[src/rtl/instr_prefetch_unit.sv]
// Purpose: sequential instruction prefetcher buffering {address, instruction} pairs in a DEPTH-entry FIFO.
// Latency: a redirect at edge N puts the target on mem_addr_o in cycle N+1 and, with memory ready, on the head in N+2.
// Backpressure: instr_ready_i low lets the FIFO fill; at DEPTH entries mem_rd_o drops until the ID stage pops.
//
// Ports:
//   clk_i, rst_i                       clock, synchronous active-high reset
//   mem_rd_o, mem_addr_o               fetch request and address to instruction memory
//   mem_ready_i, mem_data_i            memory handshake; data valid in the same cycle as ready
//   redirect_i, redirect_addr_i        taken jump/branch from MEM: flush and restart at the target
//   instr_valid_o, instr_ready_i       head-entry handshake with the ID stage
//   instr_o, instr_addr_o              head instruction and its address (zero when empty)
//   fifo_count_o                       occupied entries
//   misalign_o                         sticky flag: a redirect target had non-zero low bits
module instr_prefetch_unit #(
    parameter int                 XLEN       = 32,
    parameter int                 DEPTH      = 4,
    parameter logic [XLEN-1:0]    RESET_ADDR = '0
) (
    input  logic                        clk_i,
    input  logic                        rst_i,
    input  logic                        mem_ready_i,
    input  logic [XLEN-1:0]             mem_data_i,
    output logic [XLEN-1:0]             mem_addr_o,
    output logic                        mem_rd_o,
    input  logic                        redirect_i,
    input  logic [XLEN-1:0]             redirect_addr_i,
    input  logic                        instr_ready_i,
    output logic                        instr_valid_o,
    output logic [XLEN-1:0]             instr_o,
    output logic [XLEN-1:0]             instr_addr_o,
    output logic [$clog2(DEPTH+1)-1:0]  fifo_count_o,
    output logic                        misalign_o
);

    localparam int              CW      = $clog2(DEPTH + 1);
    localparam int              PW      = $clog2(DEPTH);
    localparam logic [CW-1:0]   DEPTH_C = CW'(DEPTH);

    typedef struct packed {
        logic [XLEN-1:0] addr;
        logic [XLEN-1:0] instr;
    } entry_t;

    entry_t             entries [DEPTH];
    logic [PW-1:0]      rd_ptr;
    logic [PW-1:0]      wr_ptr;
    logic [CW-1:0]      count;
    logic [XLEN-1:0]    fetch_pc;
    logic               misalign;

    logic               push;
    logic               pop;

    // Request depends only on registered occupancy (and reset), never on instr_ready_i,
    // so a full FIFO cannot accept a fetch even in a cycle where the head is popped.
    assign mem_rd_o      = !rst_i && (count < DEPTH_C);
    assign mem_addr_o    = fetch_pc;
    assign instr_valid_o = (count != '0);

    // Redirect squashes both the memory response and the ID-stage pop of that cycle.
    assign push = mem_rd_o && mem_ready_i && !redirect_i;
    assign pop  = instr_valid_o && instr_ready_i && !redirect_i;

    assign instr_o       = instr_valid_o ? entries[rd_ptr].instr : '0;
    assign instr_addr_o  = instr_valid_o ? entries[rd_ptr].addr  : '0;
    assign fifo_count_o  = count;
    assign misalign_o    = misalign;

    // Control state: pointers, occupancy, fetch PC and sticky misalign flag.
    always_ff @(posedge clk_i) begin
        if (rst_i) begin
            rd_ptr   <= '0;
            wr_ptr   <= '0;
            count    <= '0;
            fetch_pc <= RESET_ADDR;
            misalign <= 1'b0;
        end else if (redirect_i) begin
            rd_ptr   <= '0;
            wr_ptr   <= '0;
            count    <= '0;
            fetch_pc <= {redirect_addr_i[XLEN-1:2], 2'b00};
            if (redirect_addr_i[1:0] != 2'b00) begin
                misalign <= 1'b1;
            end
        end else begin
            if (push) begin
                wr_ptr   <= wr_ptr + PW'(1);
                fetch_pc <= fetch_pc + XLEN'(4);
            end
            if (pop) begin
                rd_ptr <= rd_ptr + PW'(1);
            end
            case ({push, pop})
                2'b10:   count <= count + CW'(1);
                2'b01:   count <= count - CW'(1);
                default: count <= count;
            endcase
        end
    end

    // Entry storage needs no reset: count gates every read of it.
    always_ff @(posedge clk_i) begin
        if (push) begin
            entries[wr_ptr] <= '{addr: fetch_pc, instr: mem_data_i};
        end
    end

endmodule
[config.mk]
export PLATFORM = sky130hd
export DESIGN_NAME = instr_prefetch_unit
export DESIGN_NICKNAME = d
export VERILOG_FILES = /design/src/rtl/instr_prefetch_unit.sv
export SDC_FILE = /design/constraint.sdc
export NUM_CORES = 1
export LEC_CHECK = 0
export ABC_AREA = 0
export CAP_MARGIN = 40
export CORE_UTILIZATION = 32
export CTS_CLUSTER_DIAMETER = 200
export CTS_CLUSTER_SIZE = 10
export DETAILED_ROUTE_END_ITERATION = 8
export GPL_TIMING_DRIVEN = 0
export MAX_ROUTING_LAYER = met4
export PLACE_DENSITY_LB_ADDON = 0.08
export SKIP_LAST_GASP = 1
export SYNTH_ARGS = -nofsm -noshare
export SYNTH_HDL_FRONTEND = slang
export SYNTH_SLANG_ARGS = --single-unit
[constraint.sdc]
create_clock -name clk_i -period 3.4 [get_ports clk_i]
set_clock_uncertainty 0.1 [all_clocks]
set_input_delay 0.51 -clock clk_i [delete_from_list [all_inputs] [get_ports clk_i]]
set_output_delay 0.51 -clock clk_i [all_outputs]
set_load 0.02 [all_outputs]
* Yosys cells after proc, flatten, opt, wreduce, memory -nomap -nowiden *
Memory sizes are Yosys's and may differ from the RTL's. A register that Yosys moved wholly into a read port is not among the register bits.
Index checks and enable logic that the tools add are counted.

operators by class
  $add $sub $neg = 5
  reductions and logical operators = 13
  magnitude comparators = 1
  multiplexer cells = 9
  eq/ne operators = 2

operators with widths
  kind                                                  count
  2-to-1 mux 32 bit                                     4
  adder 32 x 3 -> 32 bit (second input constant)        1
  one-hot mux 3 bit (2 select lines)                    1
  nonzero test 2 bit                                    3
  logical AND 1 bit                                     5
  adder 2 x 1 -> 2 bit (second input constant)          2
  2-to-1 mux 2 bit                                      2
  adder 3 x 1 -> 3 bit (second input constant)          1
  less-than comparator 3 bit (second input constant)    1
  nonzero test 3 bit                                    1
  subtractor 3 x 1 -> 3 bit (second input constant)     1
  equality test 2 x 1 -> 1 bit (second input constant)  1
  equality test 2 bit (second input constant)           1
  logical NOT 1 bit                                     2
  2-to-1 mux 1 bit                                      2
  AND reduction 2 bit                                   1
  OR reduction 2 bit                                    1

storage, ports and cells
  output and inout bits = 102
  word-level logic and storage cells = 37
  memories kept = 1
  RAM bits = 256
  register bits = 40
  input bits = 69

memories
  memory   depth  bits a word  read ports  clocked after memory_dff  write ports  RTL line  source
  entries  4      64           1           1                         1            44        entry_t entries [DEPTH];

* Logic depth before layout (Yosys ltp) *
Gate-level depths: netlist of the first run.

  depth in word-level cells = 6
  depth in mapped cells = 11
  depth with buffers taken out = 9

* Worst setup path before layout of the first run *
Ideal clock, no wire load.

  path kind = input port to flip-flop
  start = input rst_i
  end = memory entries[0][0] in the netlist's numbering, enable pin
  setup slack = -0.016 ns
  data required time = 2.873 ns
  arrival = 2.889 ns
  cell stages on the path = 5
  library setup time = 0.427 ns
  path buffers = 3
  path through = buf_6 nor3b_1 buf_2 buf_1 and3_1

between the ends
  cells in the longest elaborated chain, start to end = 6

ends and longest elaborated chain
  item                                    RTL line  source
  start: declaration                      20        input logic rst_i,
  logical NOT 1 bit                       56        assign mem_rd_o = !rst_i && (count < DEPTH_C);
  logical AND 1 bit                       56
  logical AND 1 bit (2 in a row)          61        assign push = mem_rd_o && mem_ready_i && !redirect_i;
  2-to-1 mux 1 bit                        103       if (push) begin
  2-to-1 mux 1 bit (not written as such)  104       entries[wr_ptr] <= '{addr: fetch_pc, instr: mem_data_i};
  end: declaration                        44

Every way passes these cells.

* Worst setup path in the final report of the first run *
  start = register count[2], in the netlist fifo_count_o[2]
  end = output instr_addr_o[16]

between the ends
  cells in the longest elaborated chain, start to end = 2

ends and longest elaborated chain
  item                      RTL line  source
  start: declaration        47        logic [CW-1:0] count;
  start signal: assignment  94        2'b10: count <= count + CW'(1);
  start signal: assignment  95        2'b01: count <= count - CW'(1);
  start signal: assignment  96        default: count <= count;
  nonzero test 3 bit        58        assign instr_valid_o = (count != '0);
  2-to-1 mux 32 bit         65        assign instr_addr_o = instr_valid_o ? entries[rd_ptr].addr : '0;
  end: declaration          30        output logic [XLEN-1:0] instr_addr_o,

Every way passes these cells.

==> results of run 1 <==
==> final timing paths <==
check	startpoint	to	slack, ns	cells past startpoint
setup reg to reg	fifo_count_o[2]	entries[3][14]	0.41	5
hold / removal	rst_i	mem_addr_o[19]	0.28	4
setup / recovery	fifo_count_o[2]	instr_addr_o[16]	0.15	5
hold reg to reg	misalign_o	misalign_o	0.36	2
==> cell usage after synthesis, types with 8 or more instances <==
cell      number  share of area (%)
nand3_1       12               0.51
buf_2          8               0.34
mux4_2        62                 12
a311oi_1      12               0.90
and2_1        64                3.4
a211oi_1       9               0.58
and3_1        13               0.70
edfxtp_1     248                 64
clkbuf_1      25               0.80
dfxtp_1       40                6.9
nand2_1       18               0.58
nor2_1        30               0.96
nand4_1       14               0.75
inv_1         22               0.71
==> cell families after synthesis <==
| logic type | synth area share (%) |
|---|---|
| buf+inv | 2.409 |
| flops | 70.57 |
| compound gates | 3.950 |
| xor+xnor | 0.8993 |
| simple gates | 9.378 |
| other cells | 0.03209 |
| fa+ha+maj | 0.8136 |
| mux | 11.95 |
==> routing by layer <==
metal / vias to the layer above / wire length (um)
met1: 3432 / 12670
met2: 249 / 13790
li1: 3104 / -
met4: 0 / 584
met5: - / 0
met3: 51 / 1783
==> critical path: stages (launching register included) <==
cell             delay (ns)
dfxtp_1                0.45
or3_1                  0.22
buf_2                  0.34
clkbuf_2               0.29
and2_1                 0.16
clkdlybuf4s50_1        0.66
==> what timing repair did <==
| action | CTS | global route |
|---|---|---|
| gates cloned | 0 | 0 |
| hold buffers | 0 | 0 |
| gates resized for setup | 19 | 4 |
| endpoints found under the setup margin | 61 | 32 |
==> cell type report <==
type                    instances  share of cell area (%)
flip-flops and latches        288                   54.76
inverters                      22                  0.5481
plain buffers                  40                   1.495
well taps                     461                   3.828
clock buffers                  49                   6.511
repair buffers                169                   11.69
multi-input cells             333                   21.17
==> flip-flops by register name, indices dropped and copies added, names as in the netlist, named ones only <==
signal and count:
mem_addr_o 30, fifo_count_o 3, entries 248, misalign_o 1, wr_ptr 2, rd_ptr 2
==> through the flow <==
step                      setup TNS (ns)  area, sq um
after floorplan                        0        11700
after global placement           -201.75        13930
after detailed placement          -14.89        14060
after CTS                              0        15060
after global routing                   0        15070
final                                  0        15070
==> where the power goes <==
group,total (uW),internal (uW),switching [uW],leakage (uW)
combinational,416,208,209,0.00177
sequential,3970,3900,74.4,0.00260
clock,3280,1970,1300,0.000476
total,7670,6080,1590,0.00485
==> results.md, run 1 <==
* Fillers at roughly 3300
* Gr busiest metal: met2
* Num rows at between 60 and 70
* Total setup buffers inserted after CTS at 0
* CTS tree: yes
* CP startpoint kind: register
* DRT Wirelength at just under 30000 um
* CORE AREA at 0.03574 sq mm
* Pwr Total at around 7700 uW
* Hold Slack at about 0.28 ns
* CP Capture Type: primary output
* Ys flop type: edfxtp_1
* Inst Count DP at ~1300
* # setup viols final at 0
* Max Root-Sink Buffers at 3
* Initial antenna violation count at 0
* Clock Sinks at ~290
* DR iter-0 viols at 438
* # nets final at between 900 and 1000
* Pleak at 0.004845 uW
* GP Congestion at 0.8806
* Post-synthesis cell type count at 53
* Worst-path fanout max at 10
* Most common cell after layout, fill and taps aside: edfxtp_1
* Area of the multi-input gates at roughly 0.0032 sq mm
* N_diodes at 0
* Final Non-Filler Cells at about 1400
* Slew headroom at 51.23%
* Total GRT Usage at 16.03%
* Syn-to-layout area delta at 28.92%
* EDFF count, synth at between 200 and 250
* Max VDD drop at about 0.27 mV
* Initial core utilization at about a third
* Root Buffer Master: clkbuf_16
* Final core occ at about 42%
* TritonRoute pass-1 iters at 9
* Io pins at approximately 170
* Post-layout min period at between 3 and 4 ns
* Vias in the first global route at ~7200
* #FFs+latches synth at about 290
* Grt ovf at 0
* Via count at just under 7000
* H-tree Lvls at 2
* Avg Vias per Cell at between 5 and 6
* FFs w/ async S/R, synth at 0%
* M3 GR Usage at roughly 2.9%
* Sequential cell area fraction in the yosys report at just over 70%
* Measured slew at the worst slew-check pin at approximately 0.72 ns
* Clock Pin Slew Worst Setup and Hold Paths at 0.06 ns
* Height of the die at 193.1 um
* Hpwl dp at 19050 um
* First-pass GRT wire length at between 40000 and 50000 um
* Crit Path Category: register to primary output
* Final hold violations at 0
* M2 GR Usage at between 20% and 30%
* DRC viols at 10
* Fin. max-slew vios at 0
* Post-placement setup slack at -0.1385 ns
* Unrepaired setup endpoints after global routing: no
* Synth Cell Area at 0.01169 sq mm
* Tcrit/Tclk final at between 90% and 100%
* Antenna Nets Post-Route at 0
* Largest net degree at the start of global routing at 45
* Register area at 0.008250 sq mm
* Die footprint at about 0.037 sq mm
* Synth Area per Inst at 17.14 sq um
* Crit path DAT at roughly 2.6 ns
* Fmax at about 0.31 GHz
* Post-DR wirelength/cell at between 20 and 25 um
* Failing checks: DRC
* Post-Syn Instances at 682
* Total of max-cap violations at 0
* Post-route setup slack at ~0.15 ns
* CP Data Required Time at 2.79 ns
* Hold WC Path Type: primary input to register
* Most frequent cells in the layout: edfxtp_1, clkdlybuf4s50_1, and2_1
* CTS buffer count at 34
* Worst-Skew Late Latency at between 0.5 and 0.6 ns
* Status: complete, but fails checks
* Pwr dens at 508.9 mW/mm^2
* Die X at ~190 um
* Warnings from Yosys at 0
* I/O Buffers at between 150 and 200
* Layout cells sized above 1 at 15.87%
* Grt met1 use at a little over a fifth
Power figures use the tool's default switching activity.
==> run 2, diff against run 1 <==
CORE_MARGIN = 5   (was default)
REMOVE_ABC_BUFFERS = 1   (was default)
==> run 2 against run 1 <==
  * The run now ends clean
  * Critical path depth did not move
  * Hold slack improved by 0.080 ns
  * Cell count fell by 1.8%
  * Via count fell by 1.3%
  * Clock power barely moved
  * Combinational power fell by 3%
  * Clock-buffer cell count did not move
  * Largest power group unchanged
  * Highest routed layer unchanged
==> results.md, run 2 (synthesized netlist as in run 1, its figures left out) <==
* Post-layout min period at 3.230 ns (was 3.250 ns)
* Crit path DAT at 2.62 ns (was 2.64 ns)
* Total GRT Usage at 14.58% (was 16.03%)
* Height of the die at 201.1 um (was 193.1 um)
* DP Area at 0.01400 sq mm (was 0.01406 sq mm)
* # setup viols final at 0 (unchanged)
* Io pins at 171 (unchanged)
* Measured slew at the worst slew-check pin at 0.8767 ns (was 0.7248 ns)
* Final instance area at 0.01498 sq mm (was 0.01507 sq mm)
* Status: finished clean (was complete, but fails checks)
* Worst setup path endpoint: instr_addr_o[17] (was instr_addr_o[16])
* Max FFs per register at 248 (unchanged)
* Worst-path fanout max at 26 (was 10)
* Pwr dens at 509.5 mW/mm^2 (was 508.9 mW/mm^2)
* H-tree Lvls at 2 (unchanged)
* Inst Count DP at 1287 (was 1315)
* Initial core utilization at 32.15% (was 32.70%)
* Max Root-Sink Buffers at 3 (unchanged)
* Total setup buffers inserted after CTS at 1 (was 0)
* Tcrit/Tclk final at 95.01% (was 95.58%)
* Most frequent cells in the layout: edfxtp_1, clkdlybuf4s50_1, and2_1 (unchanged)
* # nets final at 932 (was 964)
* Largest net degree at the start of global routing at 66 (was 45)
* Clock Pin Slew Worst Setup and Hold Paths at 0.05 ns (was 0.06 ns)
* Die footprint at 0.04045 sq mm (was 0.03729 sq mm)
* Max VDD drop at 0.2812 mV (was 0.2729 mV)
* Reg2reg setup slack at 0.57 ns (was 0.41 ns)
* Worst-Skew Late Latency at 0.50 ns (was 0.51 ns)
* Vias in the first global route at 7239 (was 7229)
* Final hold violations at 0 (unchanged)
* Fin Setup TNS at 0 ns (unchanged)
* Hpwl dp at 18060 um (was 19050 um)
* CTS Hold Bufs at 0 (unchanged)
* Most common cell after layout, fill and taps aside: edfxtp_1 (unchanged)
* Grt ovf at 0 (unchanged)
* Total of max-cap violations at 0 (unchanged)
* GP Congestion at 0.7308 (was 0.8806)
* Initial antenna violation count at 0 (unchanged)
* Via count at 6750 (was 6836)
* Fillers at 3318 (was 3276)
* First-pass GRT wire length at 44120 um (was 42960 um)
* Hold WC Path Type: register to register (was primary input to register)
* Worst R2R End: fifo_count_o[2] (was entries[3][14])
* Post-DR wirelength/cell at 21.56 um (was 21.17 um)
* TritonRoute pass-1 iters at 4 (was 9)
* N_diodes at 0 (unchanged)
* CTS buffer count at 34 (unchanged)
* Fin. max-slew vios at 0 (unchanged)
* Unrepaired setup endpoints after global routing: no (unchanged)
* CORE AREA at 0.03635 sq mm (was 0.03574 sq mm)
* Final Non-Filler Cells at 1337 (was 1362)
* Hold depth at 2 (was 4)
* Reg2Reg Depth at 8 (was 5)
* DRT Wirelength at 28830 um (about the same)
* DRC viols at 0 (was 10)
* Antenna Nets Post-Route at 0 (unchanged)
* DR iter-0 viols at 356 (was 438)
* R2r startpoint: fifo_count_o[2] (unchanged)
* Slew headroom at 41.47% (was 51.23%)
* Num rows at 70 (was 69)
* Avg Vias per Cell at 5.049 (was 5.019)
* I/O Buffers at 166 (was 165)
* Final core occ at 41.23% (was 42.16%)
* CTS tree: yes (unchanged)
* CP startpoint kind: register (unchanged)
* Clock Sinks at 288 (unchanged)
* PostCTS Resize Cnt at 0 (was 19)
* CP Capture Type: primary output (unchanged)
* Die X at 201.1 um (was 193.1 um)
* Fmax at 0.3096 GHz (was 0.3077 GHz)
* Layout cells sized above 1 at 14.50% (was 15.87%)
* Reg with most FFs: entries (unchanged)
* Root Buffer Master: clkbuf_16 (unchanged)
* CP Data Required Time at 2.79 ns (about the same)
* Syn-to-layout area delta at 28.21% (was 28.92%)
* Hold Slack at 0.3625 ns (was 0.2826 ns)
* Pleak at 0.004749 uW (was 0.004845 uW)
* Crit Path Category: register to primary output (unchanged)
-- run 2: worst min-delay path by stage --
stage                     from    endpoint  slack (ns)
global placement    misalign_o  misalign_o        0.34
floorplan            wr_ptr[1]   wr_ptr[1]        0.37
detailed placement  misalign_o  misalign_o        0.35
global route        misalign_o  misalign_o        0.39
finish              misalign_o  misalign_o        0.36
CTS                 misalign_o  misalign_o        0.37
-- run 2: layout make-up --
class                      instances  area (sq um)  share of cell area [%]
multi-input combinational        333          3199                   21.35
tap                              468         585.6                   3.908
timing repair buffer             177          1881                   12.55
clock buffer                      49         980.9                   6.546
sequential                       288          8255                   55.09
inverter                          22         82.58                  0.5511
-- run 2: stage by stage --
stage	setup slack [ns]	total power [uW]
2_1_floorplan	-0.7305	4188
3_3_place_gp	-4.417	4439
3_5_place_dp	-0.2777	4453
4_1_cts	0.08887	7772
5_1_grt	0.01440	7944
6_report	0.1696	7635
-- run 2: where the power goes --
part | switching (uW) | total (uW) | internal (uW)
Combinational | 204 | 405 | 201
Clock | 1290 | 3260 | 1970
Sequential | 70.8 | 3970 | 3900
-- run 2: critical path, cell delays in order (launching register included) --
cell,delay (ns)
dfxtp_4,0.35
buf_12,0.20
buf_16,0.26
mux4_2,0.52
and2_1,0.16
clkdlybuf4s50_1,0.61
-- run 2: per-layer routing --
| layer | wire, um | up-vias | global-route usage (%) |
|---|---|---|---|
| met3 | 1240 | 36 | 2.740 |
| li1 | - | 3044 | - |
| met5 | 0 | - | - |
| met1 | 12910 | 3473 | 19.24 |
| met2 | 14270 | 197 | 23.82 |
| met4 | 415 | 0 | 3.048 |
==> run 3, diff against run 2 <==
CAP_MARGIN = 0   (was 40)
CORE_MARGIN = 2   (was 5)
==> run 3 against run 2 <==
  * Cell count down 0.67%
  * Cell area down 0.37%
  * Global-route usage up 1.1 points
  * First-iteration DRC count up 23%
  * Via count down 0.52%
  * Register-to-register slack worse by 0.05 ns
  * Power down 1.1%
  * Critical endpoint is now instr_addr_o[3]
  * Sequential share of layout area up 0.20 points
  * Combinational power about the same
  * Clock power down 2%
==> results.md, run 3 (synthesized netlist as in run 1, its figures left out) <==
* Status: finished clean (unchanged)
* Slew headroom at 25.75% (was 41.47%)
* GP Congestion at 0.7854 (was 0.7308)
* Via count at 6715 (was 6750)
* Hold WC Path Type: register to register (unchanged)
* Post-placement setup slack at -1.036 ns (was -0.2777 ns)
* DRC viols at 0 (unchanged)
* Io pins at 171 (unchanged)
* Layout cells sized above 1 at 14.30% (was 14.50%)
* Total of max-cap violations at 0 (unchanged)
* Reg with most FFs: entries (unchanged)
* Final core occ at 41.77% (was 41.23%)
* Crit Path Category: register to primary output (unchanged)
* Fillers at 3250 (was 3318)
* Final instance area at 0.01493 sq mm (was 0.01498 sq mm)
* Final hold violations at 0 (unchanged)
* Grt ovf at 0 (unchanged)
* Height of the die at 195.1 um (was 201.1 um)
* Unrepaired setup endpoints after global routing: no (unchanged)
* Fin. max-slew vios at 0 (unchanged)
* Hpwl dp at 17480 um (was 18060 um)
* Num rows at 69 (was 70)
* Initial core utilization at 32.70% (was 32.15%)
* Reg2Reg Depth at 8 (unchanged)
* Die X at 195.1 um (was 201.1 um)
* Clock Pin Slew Worst Setup and Hold Paths at 0.06 ns (was 0.05 ns)
* I/O Buffers at 166 (unchanged)
* CP startpoint kind: register (unchanged)
* Pleak at 0.004731 uW (was 0.004749 uW)
* Tcrit/Tclk final at 94.10% (was 95.01%)
* Pwr dens at 506.0 mW/mm^2 (was 509.5 mW/mm^2)
* Antenna Nets Post-Route at 0 (unchanged)
* Vias in the first global route at 7156 (was 7239)
* Post-layout min period at 3.199 ns (was 3.230 ns)
* Reg2reg setup slack at 0.52 ns (was 0.57 ns)
* Worst-Skew Late Latency at 0.50 ns (about the same)
* Worst-path fanout max at 44 (was 26)
* Worst R2R End: fifo_count_o[2] (unchanged)
* Max Root-Sink Buffers at 3 (unchanged)
* CP Capture Type: primary output (unchanged)
* Worst setup path endpoint: instr_addr_o[3] (was instr_addr_o[17])
* Syn-to-layout area delta at 27.74% (was 28.21%)
* CTS buffer count at 34 (unchanged)
* Total GRT Usage at 15.67% (was 14.58%)
* Post-DR wirelength/cell at 21.65 um (was 21.56 um)
* DP Area at 0.01395 sq mm (was 0.01400 sq mm)
* Measured slew at the worst slew-check pin at 1.105 ns (was 0.8767 ns)
* # nets final at 931 (was 932)
* Most frequent cells in the layout: edfxtp_1, clkdlybuf4s50_1, and2_1 (unchanged)
* Fmax at 0.3126 GHz (was 0.3096 GHz)
* Die footprint at 0.03807 sq mm (was 0.04045 sq mm)
* Clock Sinks at 288 (unchanged)
* N_diodes at 0 (unchanged)
* Most common cell after layout, fill and taps aside: edfxtp_1 (unchanged)
* H-tree Lvls at 2 (unchanged)
* Fin Setup TNS at 0 ns (unchanged)
* DRT Wirelength at 28750 um (was 28830 um)
* # setup viols final at 0 (unchanged)
* Initial antenna violation count at 0 (unchanged)
* Avg Vias per Cell at 5.056 (was 5.049)
* R2r startpoint: fifo_count_o[2] (unchanged)
* Pwr Total at 7554 uW (was 7635 uW)
* Max VDD drop at 0.2805 mV (was 0.2812 mV)
* Post-route setup slack at 0.2006 ns (was 0.1696 ns)
* CP Data Required Time at 2.79 ns (about the same)
* TritonRoute pass-1 iters at 5 (was 4)
* CORE AREA at 0.03574 sq mm (was 0.03635 sq mm)
* Largest net degree at the start of global routing at 66 (unchanged)
* CTS tree: yes (unchanged)
* Crit path DAT at 2.59 ns (was 2.62 ns)
* First-pass GRT wire length at 43860 um (was 44120 um)
* Root Buffer Master: clkbuf_16 (unchanged)
* DR iter-0 viols at 438 (was 356)
* Max FFs per register at 248 (unchanged)
-- run 3: changes by cell type in the layout (fill, tap and decap cells not counted), sizes merged --
| cell | change |
|---|---|
| buf | -1 |
| clkbuf | -2 |
| clkdlybuf4s50 | -1 |
| clkinv | +1 |
| dlymetal6s2s | +1 |
-- run 3: report_power, final --
group | total [uW] | internal [uW] | switching (uW)
clock | 3180 | 1880 | 1300
combinational | 403 | 200 | 203
sequential | 3970 | 3900 | 72.0
total | 7550 | 5980 | 1570
-- run 3: area by class of cell --
| cell class | instances | area (sq um) | share of cell area, % |
|---|---|---|---|
| flip-flops and latches | 288 | 8255 | 55.30 |
| clock inverters | 1 | 8.758 | 0.05867 |
| multi-input cells | 333 | 3199 | 21.43 |
| clock buffers | 47 | 930.9 | 6.235 |
| well taps | 461 | 576.8 | 3.864 |
| repair buffers | 176 | 1871 | 12.53 |
| inverters | 22 | 87.58 | 0.5867 |
-- run 3: how the worst min path moves through the flow --
stage	slack, ns	cells past startpoint	from	to
finish	0.36	2	misalign_o	misalign_o
global route	0.39	2	misalign_o	misalign_o
CTS	0.36	2	misalign_o	misalign_o
detailed placement	0.34	2	misalign_o	misalign_o
global placement	0.34	2	misalign_o	misalign_o
floorplan	0.37	2	wr_ptr[1]	wr_ptr[1]
-- run 3: per-stage QoR --
step | hold WS (ns) | instances
2_1_floorplan | 0.3692 | 643
3_3_place_gp | 0.3384 | 1270
3_5_place_dp | 0.3438 | 1277
4_1_cts | 0.3581 | 1328
5_1_grt | 0.3853 | 1328
6_report | 0.3564 | 1328
-- run 3: routing by layer --
| layer | vias up | track usage (%) | share of wire [%] |
|---|---|---|---|
| li1 | 3048 | - | - |
| met1 | 3415 | 20.76 | 45 |
| met2 | 211 | 25.03 | 48 |
| met3 | 41 | 3.074 | 4.9 |
| met4 | 0 | 3.647 | 1.9 |
| met5 | - | - | 0 |
-- run 3: timing repair --
| item | 4_1_cts | 5_1_grt |
|---|---|---|
| setup endpoints to repair | 208 | 1 |
| buffers inserted | 3 | 0 |
| hold buffers | 0 | 0 |
| gates resized for setup | 3 | 2 |
-- run 3: worst max-delay path: stages, from the launching register on --
cell and delay (ns):
dfxtp_4 0.59, buf_16 0.29, mux4_2 0.40, and2_1 0.19, clkdlybuf4s50_1 0.54
